**config.mk**
```make
export PLATFORM = sky130hd
export DESIGN_NAME = sensor_monitor
export DESIGN_NICKNAME = d
export VERILOG_FILES = /design/src/rtl/sensor_pkg.sv /design/src/rtl/debounce_counter.sv /design/src/rtl/sensor_monitor.sv
export SDC_FILE = /design/constraint.sdc
export NUM_CORES = 1
export LEC_CHECK = 0
export ABC_CLOCK_PERIOD_IN_PS = 2300
export CELL_PAD_IN_SITES_DETAIL_PLACEMENT = 0
export CELL_PAD_IN_SITES_GLOBAL_PLACEMENT = 1
export CORE_MARGIN = 2
export CORE_UTILIZATION = 40
export CTS_BUF_LIST = sky130_fd_sc_hd__clkbuf_4 sky130_fd_sc_hd__clkbuf_8
export DETAILED_ROUTE_END_ITERATION = 16
export PLACE_DENSITY_LB_ADDON = 0.1
export REMOVE_ABC_BUFFERS = 1
export SLEW_MARGIN = 20
export SYNTH_ARGS = -nofsm -noshare
export SYNTH_HDL_FRONTEND = slang
export SYNTH_SLANG_ARGS = --single-unit
```
**constraint.sdc**
```tcl
create_clock -name clk -period 2.3 [get_ports clk]
set_clock_uncertainty 0.15 [all_clocks]
set_input_delay 0.345 -clock clk [delete_from_list [all_inputs] [get_ports clk]]
set_output_delay 0.345 -clock clk [all_outputs]
set_load 0.005 [all_outputs]
```
**src/rtl/sensor_pkg.sv**
```systemverilog
// Shared types and constants for the sensor monitor: FSM state encoding,
// counter widths and the sensor error-pattern decode.
package sensor_pkg;

    localparam int FAULT_CNT_W = 8;
    localparam int DBNC_CNT_W  = 4;

    localparam logic [FAULT_CNT_W-1:0] FAULT_MAX = '1;

    typedef enum logic [1:0] {
        IDLE    = 2'd0,
        MONITOR = 2'd1,
        PENDING = 2'd2,
        ALARM   = 2'd3
    } state_t;

    // Sensor 0 alone is fatal; sensor 1 is only an error when corroborated by 2 or 3.
    function automatic logic is_err_pattern(input logic [3:0] s);
        return s[0] | (s[1] & (s[2] | s[3]));
    endfunction

endpackage

```
**src/rtl/debounce_counter.sv**
```systemverilog
// Debounce counter: synchronous clear has priority, otherwise counts up while
// enabled and wraps to zero after reaching the rollover value.
module debounce_counter
    import sensor_pkg::*;
(
    input  logic                  clk,
    input  logic                  rst,
    input  logic                  clear,
    input  logic                  count_enable,
    input  logic [DBNC_CNT_W-1:0] rollover,
    output logic [DBNC_CNT_W-1:0] count
);

    always_ff @(posedge clk or posedge rst) begin
        if (rst) begin
            count <= '0;
        end else if (clear) begin
            count <= '0;
        end else if (count_enable) begin
            if (count == rollover) begin
                count <= '0;
            end else begin
                count <= count + 1'b1;
            end
        end
    end

endmodule

```
**src/rtl/sensor_monitor.sv**
```systemverilog
// Sensor monitor: synchronises four raw sensor levels, debounces the decoded
// error condition and latches an alarm until it is cleared with the error gone.
module sensor_monitor
    import sensor_pkg::*;
#(
    parameter int DEBOUNCE = 3
) (
    input  logic                   clk,
    input  logic                   rst,
    input  logic                   enable,
    input  logic [3:0]             sensors,
    input  logic                   clear,
    output logic                   alarm,
    output logic                   pending,
    output logic [FAULT_CNT_W-1:0] fault_count
);

    localparam logic                  SINGLE_SHOT = (DEBOUNCE == 1);
    localparam logic [DBNC_CNT_W-1:0] ROLLOVER    = DBNC_CNT_W'(DEBOUNCE - 1);

    logic [3:0]            sync_p0;
    logic [3:0]            sync_s;
    logic                  err_s;
    state_t                state;
    state_t                state_nxt;
    logic                  cnt_en;
    logic [DBNC_CNT_W-1:0] cnt;

    // Stage p0 -> s: two-flop synchroniser on the asynchronous sensor levels
    always_ff @(posedge clk or posedge rst) begin
        if (rst) begin
            sync_p0 <= '0;
            sync_s  <= '0;
        end else begin
            sync_p0 <= sensors;
            sync_s  <= sync_p0;
        end
    end

    assign err_s = is_err_pattern(sync_s);

    always_comb begin
        state_nxt = state;
        cnt_en    = 1'b0;
        case (state)
            IDLE: begin
                if (enable) begin
                    state_nxt = MONITOR;
                end
            end
            MONITOR: begin
                if (!enable) begin
                    state_nxt = IDLE;
                end else if (err_s) begin
                    if (SINGLE_SHOT) begin
                        state_nxt = ALARM;
                    end else begin
                        state_nxt = PENDING;
                        cnt_en    = 1'b1;
                    end
                end
            end
            PENDING: begin
                if (!enable) begin
                    state_nxt = IDLE;
                end else if (!err_s) begin
                    state_nxt = MONITOR;
                end else if (cnt == ROLLOVER) begin
                    state_nxt = ALARM;
                end else begin
                    cnt_en = 1'b1;
                end
            end
            ALARM: begin
                // A clear is only honoured once the error has actually gone away
                if (clear && !err_s) begin
                    state_nxt = enable ? MONITOR : IDLE;
                end
            end
            default: begin
                state_nxt = IDLE;
            end
        endcase
    end

    always_ff @(posedge clk or posedge rst) begin
        if (rst) begin
            state <= IDLE;
        end else begin
            state <= state_nxt;
        end
    end

    // Any cycle that does not advance the debounce discards the partial count
    debounce_counter u_debounce (
        .clk          (clk),
        .rst          (rst),
        .clear        (!cnt_en),
        .count_enable (cnt_en),
        .rollover     (ROLLOVER),
        .count        (cnt)
    );

    always_ff @(posedge clk or posedge rst) begin
        if (rst) begin
            fault_count <= '0;
        end else if ((state_nxt == ALARM) && (state != ALARM) && (fault_count != FAULT_MAX)) begin
            fault_count <= fault_count + 1'b1;
        end
    end

    assign alarm   = (state == ALARM);
    assign pending = (state == PENDING);

endmodule

```
==> impl_metrics.toml, run 1 <==
[timing]
slew_violations = 0
worst_slack_ns = 0.0912
finalHoldViolations = 0
fin_setup_tns_ns = 0
relSlewSlack_pct = 75.9
setup_viol = 0
fmax_ghz = 0.453
rsz0062_at_grt = "true"
fin_crit_ns = 2.21
finalCritPeriodShare_pct = 96.0
worstMarginPinSlew_ns = 0.361

[run]
maxCapViolations = 0

[clock_tree]
htree_levels = 1
post-cts-setup-buffer-count = 0
path_clk_slew_ns = 0.12
cts_tree = "built"
clk_latency_ns = 0.30
root_buffer = "clkbuf_4"
clock_sinks = 22
cts_buffers = 3
clock_path_buffers = 2

[synth]
ys_types = 32
netlist_area_um2 = 1040
ys_ff_latch = 22
yosysSeqAreaShare_pct = 52.9
syn_inst = 89
syn_area_per_cell_um2 = 11.7
ys_warn_count = 0

[floorplan]
coreArea_um2 = 2480
dieWidth_um = 55.0
num_io_pins = 18
rows = 18
die_area_um2 = 3020
start_util_pct = 42.0
die_y_um = 55.0

[finish]
drive_gt1_share_pct = 14.9
fin_area_um2 = 1370
antenna_cells = 0
nets = 130
syn_to_final_growth_pct = 31.8
final_cell_mix = "dfrtp_1 (22), clkdlybuf4s50_1 (17), nor2_1 (8)"
layout_commonest_cell = "dfrtp_1"

[placed_design]
portBuffers = 17
routabilityCongestion = 0.839
dpl.hpwl_um = 1330
placed_cell_area_um2 = 1280
pre_cts_slack_ns = 0.0592

[power]
powerDensity_nw_per_um2 = 873
vdd.ir_drop.worst_uv = 737
p_leak_nw = 0.592

[drt]
vias = 767
drtAntennaViolNets = 0
viasPerCell = 5.33
initialDrtViolationCount = 15
remaining_drc_errors = 0
firstDrtPassIters = 4
wire_per_inst_um = 12.8
wl_um = 1840

[global_route]
antenna_found_initial = 0
grt_max_degree = 23
overflow = 0
grt_pass1_vias = 705
grt_pass1_wl_um = 3040
grt_usage_pct = 14.4

[critical_path]
worstSetupEndpointType = "flip-flop"
regToRegSetupSlack_ns = 0.09
path_max_fanout = 6
cp.arrival_ns = 2.26
required_ns = 2.35
reg2reg_depth = 7
r2r-end = "fault_count[1]$_DFFE_PP0P_"
r2r_start = "state[1]$_DFF_PP0_"
cp-start-kind = "flip-flop"
path_class = "reg -> reg"

[outcome]
run_status = "finished, final reports clean"

[hold_path]
hold_path.class = "in -> async"
cells by family (layout without fill, tap and decap cells):
family                   after synthesis  count (layout)  synth area share (%)
adder cells (fa/ha/maj)                7               7                  8.42
buffers and inverters                  7              32                  2.53
XOR/XNOR                               7               7                  5.90
flip-flops                            22              22                  52.9
multiplexers                           4               4                  4.69
AO/OA/AOI/OAI                         14              14                  10.5
AND/OR/NAND/NOR                       28              28                  15.0
routing by layer:
metal / global-route usage (%) / wire [um] / up-vias
li1: - / - / 369
met1: 19.9 / 919 / 377
met2: 21.6 / 820 / 19
met3: 3.23 / 93 / 2
met4: 6.10 / 10 / 0
met5: 0 / 0 / -
power by group:
| group | internal (mW) | leakage, nW | switching, mW | total, mW |
|---|---|---|---|---|
| combinational | 0.212 | 0.281 | 0.201 | 0.413 |
| sequential | 0.436 | 0.283 | 0.0564 | 0.493 |
| clock | 0.176 | 0.0279 | 0.114 | 0.290 |
| total | 0.824 | 0.592 | 0.372 | 1.20 |
sequential cells by signal, indices dropped and copies added, names as in the netlist:
| name | count |
|---|---|
| fault_count | 8 |
| sync_s | 4 |
| sync_p0 | 4 |
| u_debounce.count | 4 |
| state | 2 |
worst max-delay path by stage:
| stage | start | endpoint | slack (ns) | depth (start not counted) |
|---|---|---|---|---|
| CTS | state[0]$_DFF_PP0_ | fault_count[7]$_DFFE_PP0P_ | 0.09 | 6 |
| global placement | clear | fault_count[3]$_DFFE_PP0P_ | 0.08 | 8 |
| global route | state[1]$_DFF_PP0_ | fault_count[7]$_DFFE_PP0P_ | -0.02 | 7 |
| finish | state[1]$_DFF_PP0_ | fault_count[1]$_DFFE_PP0P_ | 0.09 | 7 |
| floorplan | u_debounce.count[0]$_DFF_PP0_ | fault_count[1]$_DFFE_PP0P_ | 0.23 | 8 |
| detailed placement | clear | fault_count[1]$_DFFE_PP0P_ | 0.06 | 7 |
cells in the mapped netlist:
library cell	number	area share, %
inv_1	7	2.5
o21ai_0	2	0.96
nand3_1	4	1.9
a31oi_1	1	0.60
a21oi_1	1	0.48
o2111ai_1	2	1.7
o21a_1	1	0.72
xor2_1	1	0.84
nor3_1	1	0.48
and2_1	1	0.60
or3b_4	1	1.1
and3_1	1	0.60
nand2_1	3	1.1
ha_1	7	8.4
mux2_2	1	1.1
nand3_2	1	0.96
nor4bb_1	1	0.96
a41o_1	1	0.96
a21boi_0	1	0.72
a32oi_1	1	0.84
o211ai_1	1	0.72
nand2b_1	2	1.2
mux2_4	1	1.4
o21ai_2	1	0.84
mux2_1	2	2.2
nand4b_1	1	0.84
o21ai_1	1	0.48
nand4_1	4	2.4
dfrtp_1	22	53
nor2_1	8	2.9
xnor2_1	6	5.1
o2bb2ai_2	1	1.4
stage by stage:
| stage | power, mW | cells | hold WS [ns] | utilization, % |
|---|---|---|---|---|
| after floorplan | 0.705 | 89 | 0.181 | - |
| after global placement | 0.851 | 140 | 0.183 | 51.6 |
| after detailed placement | 0.858 | 140 | 0.186 | 51.6 |
| after CTS | 1.16 | 144 | 0.206 | 53.7 |
| after global routing | 1.29 | 144 | 0.212 | 55.3 |
| final | 1.20 | 144 | 0.208 | 55.3 |
critical path: stages (launching register included):
cell and delay [ns]:
dfrtp_1 0.42, inv_1 0.14, ha_1 0.22, inv_1 0.12, mux2_2 0.37, o21ai_4 0.22, nand3_2 0.14, mux2_4 0.32
layout make-up:
cell class	instances	area (um2)
clock buffers	3	22.5
clock inverters	1	30.0
fillers	247	1110
inverters	7	26.3
multi-input cells	60	499
flip-flops and latches	22	551
well taps	30	37.5
repair buffers	21	204
what timing repair did:
action / 4_1_cts / 5_1_grt
endpoints found under the hold margin: 0 / 0
hold buffers: 0 / 0
setup endpoints to repair: 0 / 5
gates resized for setup: 0 / 6
Note: power is estimated with default switching activity, not from simulation.
==> run 2: changes to the inputs <==
--- a/config.mk
+++ b/config.mk
@@ -8,2 +8,3 @@
 export ABC_CLOCK_PERIOD_IN_PS = 2300
+export CAP_MARGIN = 25
 export CELL_PAD_IN_SITES_DETAIL_PLACEMENT = 0
==> constraint.sdc (replaced) <==
create_clock -name clk -period 2.3 [get_ports clk]
set_clock_uncertainty 0.15 [all_clocks]
set_input_delay 0.46 -clock clk [delete_from_list [all_inputs] [get_ports clk]]
set_output_delay 0.46 -clock clk [all_outputs]
set_load 0.005 [all_outputs]
==> run 2 against run 1 <==
  * Final cell count is 2.1% higher
  * Count of clock-buffer cells in the layout stayed put
  * First-iteration DRC count is 40% higher
==> impl_metrics.toml, run 2 (synthesis gave the netlist of run 1 again) <==
[floorplan]
num_io_pins = 18
die_y_um = 55.0
coreArea_um2 = 2480
rows = 18
dieWidth_um = 55.0
die_area_um2 = 3020
start_util_pct = 42.0

[power]
p_leak_nw = 0.601
powerDensity_nw_per_um2 = 861
vdd.ir_drop.worst_uv = 596

[timing]
setup_viol = 0
slew_violations = 0
relSlewSlack_pct = 76.4
fmax_ghz = 0.456
fin_crit_ns = 2.19
worst_hold_slack_ns = 0.213
finalCritPeriodShare_pct = 95.3
finalHoldViolations = 0
worstMarginPinSlew_ns = 0.354

[drt]
drtAntennaViolNets = 0
wire_per_inst_um = 13.0
initialDrtViolationCount = 21
remaining_drc_errors = 0
wl_um = 1920
viasPerCell = 4.97
vias = 730
firstDrtPassIters = 4

[clock_tree]
hold_buffers = 0
clk_latency_ns = 0.30
cts_tree = "built"
root_buffer = "clkbuf_4"
cts_buffers = 3
path_clk_slew_ns = 0.12
htree_levels = 1
clock_path_buffers = 2
clock_sinks = 22

[run]
maxCapViolations = 0

[critical_path]
crit_chain = "inv_1 > ha_2 > clkdlybuf4s50_1"
crit_cells = 3
cp.arrival_ns = 1.58
cp_slowest_cell = "clkdlybuf4s50_1"
slowest_delay_ns = 0.50
worstSetupEndpointType = "output pin"
required_ns = 1.69
path_max_fanout = 4
path_class = "reg -> out"
cp-start-kind = "flip-flop"
cp.buffers_inverters = 2
cpLargestDelayFamily = "buffers and inverters"
reg2reg_depth = 8

[global_route]
grt_pass1_vias = 716
grt_pass1_wl_um = 3080
grt_usage_pct = 14.6
antenna_found_initial = 0
grt_max_degree = 23
overflow = 0

[placed_design]
dp_cells = 140
portBuffers = 17
routabilityCongestion = 0.816
dpl.hpwl_um = 1340

[finish]
drive_gt1_share_pct = 17.1
syn_to_final_growth_pct = 31.9
layout_commonest_cell = "dfrtp_1"
nets = 133
antenna_cells = 0
largest_reg_flops = 8
final_cell_mix = "dfrtp_1 (21), clkdlybuf4s50_1 (17), nor2_1 (8)"
fillCellCount = 231
top_register = "fault_count"
postLayoutCoreUtil_pct = 55.4
finalNonFillerCells = 147

[hold_path]
min_path_cells = 0
hold_path.class = "reg -> reg"

[outcome]
run_status = "finished, final reports clean"
==> run 2: changes by cell type in the layout (fill, tap and decap cells not counted), sizes merged <==
cell / previous run / this run
buf: 4 / 7
==> run 2: report_power, final <==
group          internal, mW  switching [mW]
Combinational         0.203           0.187
Sequential            0.438          0.0562
Clock                 0.176           0.119
Total                 0.818           0.362
==> run 2: path summary, 6_finish.rpt <==
path	startpoint	to	slack (ns)
setup / recovery	state[0]$_DFF_PP0_	pending	0.11
hold / removal	sync_p0[3]$_DFF_PP0_	sync_s[3]$_DFF_PP0_	0.21
setup reg to reg	u_debounce.count[0]$_DFF_PP0_	fault_count[7]$_DFFE_PP0P_	0.13
hold reg to reg	sync_p0[3]$_DFF_PP0_	sync_s[3]$_DFF_PP0_	0.21
max in group asynchronous	rst	state[0]$_DFF_PP0_	1.45
min in group asynchronous	rst	state[1]$_DFF_PP0_	0.32
==> run 2: metal layers <==
| metal | GRT usage, % | vias to the layer above | part of all wire, % |
|---|---|---|---|
| met5 | 0 | - | 0 |
| met4 | 6.50 | 0 | 1.0 |
| li1 | - | 370 | - |
| met3 | 3.49 | 2 | 4.3 |
| met2 | 22.2 | 21 | 46 |
| met1 | 19.7 | 337 | 49 |
==> run 2: area by class of cell <==
class | count | area [um2] | share of cell area, %
Timing Repair Buffer | 24 | 223 | 16.2
Tap cell | 30 | 37.5 | 2.74
Sequential cell | 22 | 552 | 40.2
Clock buffer | 3 | 22.5 | 1.64
Inverter | 7 | 26.3 | 1.92
Multi-Input combinational cell | 60 | 480 | 35.0
Clock inverter | 1 | 30.0 | 2.19
==> run 2: what timing repair did <==
action                     CTS  global route
setup endpoints to repair    0             8
resized for setup            0             4
buffers inserted             0             3
==> run 2: through the flow <==
step	setup TNS (ns)	total power [mW]	worst slack, ns	instance area, um2
3_5_place_dp	-0.0795	0.836	-0.0274	1280
6_report	0	1.18	0.109	1370
5_1_grt	-0.00463	1.27	-0.00463	1370
3_3_place_gp	-0.0794	0.830	-0.0248	1280
2_1_floorplan	0	0.705	0.234	1040
4_1_cts	0	1.13	0.0672	1330
==> run 2: worst reg2reg max path, cell delays in order, from the launching register on <==
cell and delay (ns):
dfrtp_1 0.42, inv_1 0.06, ha_1 0.13, or3b_4 0.38, a32oi_1 0.17, o2111ai_1 0.16, o21ai_2 0.15, nand3_1 0.13
mux2_1 0.33
==> run 3: changes to the inputs <==
Settings changed: CAP_MARGIN 25 to 10, HOLD_SLACK_MARGIN set to 0.08.
==> results of run 3 <==
Final layout, timing and power as in run 2 (identical DEF).
